<file path="src/rtl/program_loader.sv">
// Byte-stream program loader: packs bytes MSB-first into 32-bit words and
// issues single-cycle writes to the program memory write port.
module program_loader #(
    parameter int unsigned MEMORY_DEPTH = 32,
    parameter int unsigned DATA_WIDTH   = 32,
    parameter int unsigned BASE_ADDRESS = 0
) (
    input  logic                  clk,
    input  logic                  reset,
    input  logic                  Start,
    input  logic [15:0]           Length,
    input  logic                  Abort,
    input  logic [7:0]            ByteIn,
    input  logic                  ByteValid,
    output logic                  ByteReady,
    output logic                  WriteEnable,
    output logic [DATA_WIDTH-1:0] WriteAddress,
    output logic [DATA_WIDTH-1:0] WriteData,
    output logic                  Busy,
    output logic                  Done,
    output logic                  Error
);

    typedef enum logic [2:0] {
        StIdle,
        StReceive,
        StWrite,
        StDone,
        StError
    } state_e;

    state_e                state_q, state_d;
    logic [DATA_WIDTH-1:0] asm_q, asm_d;
    logic [1:0]            cnt_q, cnt_d;
    logic [15:0]           words_q, words_d;
    logic [DATA_WIDTH-1:0] addr_q, addr_d;
    logic [DATA_WIDTH-1:0] wr_addr_q, wr_addr_d;
    logic [DATA_WIDTH-1:0] wr_data_q, wr_data_d;

    logic                  len_bad;
    logic [DATA_WIDTH-1:0] asm_next;

    assign len_bad  = (Length == 16'd0) || (32'(Length) > MEMORY_DEPTH);
    assign asm_next = {asm_q[DATA_WIDTH-9:0], ByteIn};

    always_ff @(posedge clk or negedge reset) begin
        if (!reset) begin
            state_q   <= StIdle;
            asm_q     <= '0;
            cnt_q     <= '0;
            words_q   <= '0;
            addr_q    <= '0;
            wr_addr_q <= '0;
            wr_data_q <= '0;
        end else begin
            state_q   <= state_d;
            asm_q     <= asm_d;
            cnt_q     <= cnt_d;
            words_q   <= words_d;
            addr_q    <= addr_d;
            wr_addr_q <= wr_addr_d;
            wr_data_q <= wr_data_d;
        end
    end

    always_comb begin
        state_d   = state_q;
        asm_d     = asm_q;
        cnt_d     = cnt_q;
        words_d   = words_q;
        addr_d    = addr_q;
        wr_addr_d = wr_addr_q;
        wr_data_d = wr_data_q;

        if (Abort) begin
            // Partial word is discarded; a write already on the port completes this cycle.
            state_d = StIdle;
            asm_d   = '0;
            cnt_d   = '0;
        end else begin
            unique case (state_q)
                StIdle, StDone, StError: begin
                    if (Start) begin
                        if (len_bad) begin
                            state_d = StError;
                        end else begin
                            state_d = StReceive;
                            words_d = Length;
                            addr_d  = DATA_WIDTH'(BASE_ADDRESS);
                            cnt_d   = '0;
                            asm_d   = '0;
                        end
                    end
                end
                StReceive: begin
                    if (ByteValid) begin
                        asm_d = asm_next;
                        cnt_d = cnt_q + 2'd1;
                        if (cnt_q == 2'd3) begin
                            state_d   = StWrite;
                            wr_addr_d = addr_q;
                            wr_data_d = asm_next;
                        end
                    end
                end
                StWrite: begin
                    addr_d  = addr_q + DATA_WIDTH'(4);
                    words_d = words_q - 16'd1;
                    state_d = (words_q == 16'd1) ? StDone : StReceive;
                end
                default: state_d = StIdle;
            endcase
        end
    end

    // Abort also gates ready so no byte is consumed in the cancel cycle.
    assign ByteReady    = (state_q == StReceive) && !Abort;
    assign WriteEnable  = (state_q == StWrite);
    assign WriteAddress = wr_addr_q;
    assign WriteData    = wr_data_q;
    assign Busy         = (state_q == StReceive) || (state_q == StWrite);
    assign Done         = (state_q == StDone);
    assign Error        = (state_q == StError);

endmodule

</file>
<file path="config.mk">
export PLATFORM = sky130hd
export DESIGN_NAME = program_loader
export DESIGN_NICKNAME = d
export VERILOG_FILES = /design/src/rtl/program_loader.sv
export SDC_FILE = /design/constraint.sdc
export NUM_CORES = 1
export LEC_CHECK = 0
export ABC_AREA = 1
export CORE_MARGIN = 2
export CORE_UTILIZATION = 55
export DETAILED_ROUTE_END_ITERATION = 8
export HOLD_SLACK_MARGIN = 0.03
export PLACE_DENSITY = 0.86
export SETUP_SLACK_MARGIN = 0.15
export SYNTH_ARGS = -nofsm -noshare
export SYNTH_HDL_FRONTEND = slang
export SYNTH_SLANG_ARGS = --single-unit
</file>
<file path="constraint.sdc">
create_clock -name clk -period 3.3 [get_ports clk]
set_input_delay 0.825 -clock clk [delete_from_list [all_inputs] [get_ports clk]]
set_output_delay 0.825 -clock clk [all_outputs]
set_load 0.005 [all_outputs]
</file>
### Word-level counts from Yosys, hierarchy flattened

Cells that the tools add are included.

| storage, ports and cells | value |
|---|---|
| register bits after elaboration | 141 |
| input port bits | 29 |
| output and inout bits | 69 |

| operators by class | value |
|---|---|
| add/subtract/negate cells | 3 |
| order comparisons | 1 |
| eq/ne operators | 12 |
| muxes and demuxes | 21 |
| bitwise logic cells | 1 |
| reductions and logical operators | 13 |

Operators by type and width:

| operator | count |
|---|---|
| 32-bit 2-to-1 mux | 2 |
| 32-bit one-hot mux with 2 select lines | 1 |
| 24-bit 2-to-1 mux | 2 |
| 24-bit one-hot mux with 2 select lines | 1 |
| 32-bit by 3-bit adder with 32-bit output (second input constant) | 1 |
| 16-bit 2-to-1 mux | 2 |
| 16-bit one-hot mux with 2 select lines | 1 |
| 16-bit by 1-bit == test with 1-bit output (second input constant) | 1 |
| 16-bit by 6-bit greater-than comparator with 1-bit output (second input constant) | 1 |
| 16-bit zero test | 1 |
| 16-bit by 1-bit subtractor with 16-bit output (second input constant) | 1 |
| 3-bit 2-to-1 mux | 5 |
| 3-bit != test (second input constant) | 4 |
| 4-bit AND reduction | 3 |
| 2-bit 2-to-1 mux | 5 |
| 3-bit one-hot mux with 3 select lines | 1 |
| 3-bit by 2-bit == test with 1-bit output (second input constant) | 2 |
| 2-bit != test (second input constant) | 2 |
| 2-bit one-hot mux with 2 select lines | 1 |
| 3-bit by 1-bit == test with 1-bit output (second input constant) | 1 |
| 3-bit == test (second input constant) | 1 |
| 3-bit zero test | 1 |
| 3-bit AND reduction | 1 |
| 3-bit nonzero test | 1 |
| 8 further kinds | 9 |

### Logic depth before layout (Yosys ltp)

| depth | value |
|---|---|
| word-level depth | 6 |
| gate-level depth with buffers | 10 |

### Worst setup path before layout

No wires, ideal clock.

| path | value |
|---|---|
| path type | register to output |
| start | register state_q[2] |
| end | output Busy |
| arrival | 1.267 ns |
| required time | 2.475 ns |
| path slack | 1.208 ns |
| cell stages (with the launch flop) | 6 |
| buffers on the path | 2 |
| cells stage by stage | dfrtp_1 -> nor3_2 -> inv_2 -> buf_2 -> clkbuf_1 -> nand2_1 |

| between the ends | value |
|---|---|
| word-level cells in the longest chain between the ends | 2 |
| elaborated cells on any way between the ends | 3 |

Ends and longest elaborated chain:

| item | line | source |
|---|---|---|
| start, declared | 32 | `state_e state_q, state_d;` |
| start signal, assigned | 48 | `state_q <= StIdle;` |
| start signal, assigned | 56 | `state_q <= state_d;` |
| 3-bit by 1-bit == test with 1-bit output or 3-bit by 2-bit == test with 1-bit output (tied branches) | 121 | `assign Busy = (state_q == StReceive) \|\| (state_q == StWrite);` |
| 1-bit logical OR * | 121 |  |
| end, declared | 19 | `output logic Busy,` |

Mark *: on every way between the ends. The rest lies on a longest branch, timed or not.

### Worst setup path in the final report

| path | value |
|---|---|
| start | input Abort |
| end | output ByteReady |

| between the ends | value |
|---|---|
| word-level cells in the longest chain between the ends | 2 |

Ends and longest elaborated chain:

| item | line | source |
|---|---|---|
| start, declared | 12 | `input logic Abort,` |
| 1-bit zero test | 117 | `assign ByteReady = (state_q == StReceive) && !Abort;` |
| 1-bit logical AND | 117 |  |
| end, declared | 15 | `output logic ByteReady,` |

No other way between the ends.

==> results.tsv <==
metric	value	unit
maximum vdd ir drop	0.342	mV
Final Core Density	0.700	
Leak	4.23	nW
CP cell instances	clkdlybuf4s50_1 -> inv_1 -> nand2_2 -> inv_2 -> clkdlybuf4s50_1	
Main synth FF type	dfrtp_1	
clk root buf	clkbuf_16	
DRT iter0 DRCs	495	
ANT cells	0	
Clk pwr share	0.493	
num rows	41	
relative slew slack	0.569	
fraction of the mapped netlist area in simple logic gates	0.293	
Fmax	0.336	GHz
DR WL/cell	14.8	um
max-slew violation count	0	
Internal Pwr Total	3.35	mW
sequential share of the synthesized area	0.490	
pin count of the biggest net entering global routing	71	
PnR worst setup slack	327	ps
dpl ws	328	ps
dpl hpwl	11500	um
via count	6060	
reg2reg setup slack	1290	ps
drt pass-1 iters	5	
CTS tree	done	
XOR/XNOR Fraction of Synth Area	0.00626	
complex-gate fraction of the synthesized area	0.0660	
top cells by area, synth	dfrtp_1, nand2_1, mux2_4	
most used cell, CP	clkdlybuf4s50_1	
Worst Path Required	2470	ps
DIE AREA	13600	um2
syn_area_per_cell	8.20	um2
Synth Warn #	0	
# H-tree levels	4	
layout cell share with drive strength beyond 1	0.100	
EDFF count, synth	0	
Die Span X	117	um
Yosys reg bits	137	
post-synthesis mux area share	0.0752	
HP Class	in2async	
clock skew	10.3	ps
synthesized area	6990	um2
Post-CTS Setup Bufs	0	
combinational share of power	0.090	
min Tclk post-route	2970	ps
Yosys top cell area share	0.490	
GRT Total Usage	0.263	
status	complete, no violations	
DRT antenna net count	0	
cells after synthesis	853	
synthesis-to-layout area growth	25.3	%
Reg clk slew, reported paths	60	ps
Bufs on Longest Clock Path	2	
Via density	5.36	
Initial Util	0.559	
Nets	978	
Final Hold Vio Count	0	
Crit. End Element	output port	
Post-synth top cells	nand2_1, dfrtp_1, nor2_1	
post-CTS sizing	0	
CP Max Fanout	5	
Post-Synth Adder-Cell Area	0.00716	
count leader, synth	nand2_1	
Core Area	12500	um2
GP Congestion	0.957	
P per Cell Area	513	nW/um2
total gr overflow	0	
crit path launch type	input pin	
max cap viols	0	
vias in the first global route	5722	
setup TNS	0	ps
worst-path cell with the longest stage delay	clkdlybuf4s50_1	
largest family of logic cells by synthesized area	simple AND/OR/NAND/NOR gates	
CP max stage delay	520	ps
Sw Share	0.255	
total CTS buffers	17	
CTS Sinks	137	
CTS Hold Bufs	0	
Least-Margin Pin Slew	647	ps
async set-reset flop share out of synthesis	1.00	
clk_lat worst skew	430	ps
initial antenna violation count	0	
Tcrit/Tclk final	0.901	
WS Path Type	in2out	
first-pass GRT wire length	27800	um
part of the power in registers	0.417	
Netlist cell types	33	
endpoints failing setup	0	
Post-route DRC	0	
worst path arrival time	2150	ps
PortBufs	95	
WL final	16700	um
RSZ-0062 raised after global routing	no	
post-synth top area cell	dfrtp_1	
top-level I/O count	98	
Die Y	117	um
P_sw	1.15	mW
==> layer usage <==
metal | global-route usage | share of wire | routed length [um] | up-vias
met5 | 0 | 0 | 0 | -
met4 | 0.111 | 0.020 | 330 | 0
met3 | 0.0509 | 0.049 | 812 | 28
met2 | 0.421 | 0.49 | 8140 | 195
met1 | 0.353 | 0.45 | 7450 | 2882
li1 | - | - | - | 2955
==> power groups by stage <==
stage / sequential, mW / combinational, mW / clock (mW)
after CTS: 1.87 / 0.404 / 2.23
after global routing: 1.89 / 0.473 / 2.31
final: 1.88 / 0.404 / 2.22
after floorplan: 1.87 / 0.270 / 0
after detailed placement: 1.90 / 0.401 / 0
after global placement: 1.90 / 0.385 / 0
==> worst max-delay path, delay by kind of cell <==
kind	cells	cell delay, ps
buf+inv	4	1240
simple gates	1	90
==> metrics by stage <==
stage	power (mW)	instance area, um2	hold WS, ps	std cells
after floorplan	2.14	7000	442	854
after global placement	2.28	8080	454	1098
after detailed placement	2.30	8080	463	1098
after CTS	4.51	8760	425	1130
after global routing	4.67	8760	469	1130
final	4.50	8760	407	1130
==> area by class of cell <==
| class | instances | area [um2] |
|---|---|---|
| Fill cell | 974 | 3750 |
| Clock inverter | 15 | 260 |
| Inverter | 59 | 221 |
| Multi-Input combinational cell | 623 | 3150 |
| Sequential cell | 137 | 3430 |
| Tap cell | 172 | 215 |
| Timing Repair Buffer | 107 | 1070 |
| Clock buffer | 17 | 425 |
==> final timing paths <==
kind | startpoint | endpoint | depth (start not counted)
min reg2reg | WriteAddress[19] | WriteAddress[19] | 2
max reg2reg | state_q[2] | addr_q[7] | 7
min | reset | words_q[0] | 1
min in group clk | WriteAddress[19] | WriteAddress[19] | 2
max | Abort | ByteReady | 5
max in group asynchronous | reset | WriteData[25] | 2
==> cell usage in the layout (no fill, tap or decap), types with 4 or more instances in the layout <==
cell type	count
dfrtp_1	137
mux2_4	35
nand3_1	60
o21ai_1	62
bufinv_16	6
clkbuf_16	17
nand2_1	303
o21ai_0	16
inv_2	7
inv_6	5
ha_1	4
nand4_1	32
xor2_1	4
clkdlybuf4s50_1	94
inv_1	52
buf_4	10
nor2_1	84
==> kinds of logic (layout without fill, tap and decap cells) <==
family | after synthesis | in the layout
and+or+nand+nor | 491 | 491
DFF | 137 | 137
buffers and inverters | 94 | 198
AOI/OAI and AO/OA | 86 | 86
muxes | 35 | 35
xor gates and xnor gates | 5 | 5
adders and majority gates | 4 | 4
other | 1 | 2
==> registers in the layout (all words and copies together), names as in the netlist <==
name and flops:
addr_q 30, state_q 3, WriteData 32, words_q 16, cnt_q 2, WriteAddress 30
asm_q 24
No activity file was read; power rests on OpenSTA's default activity.
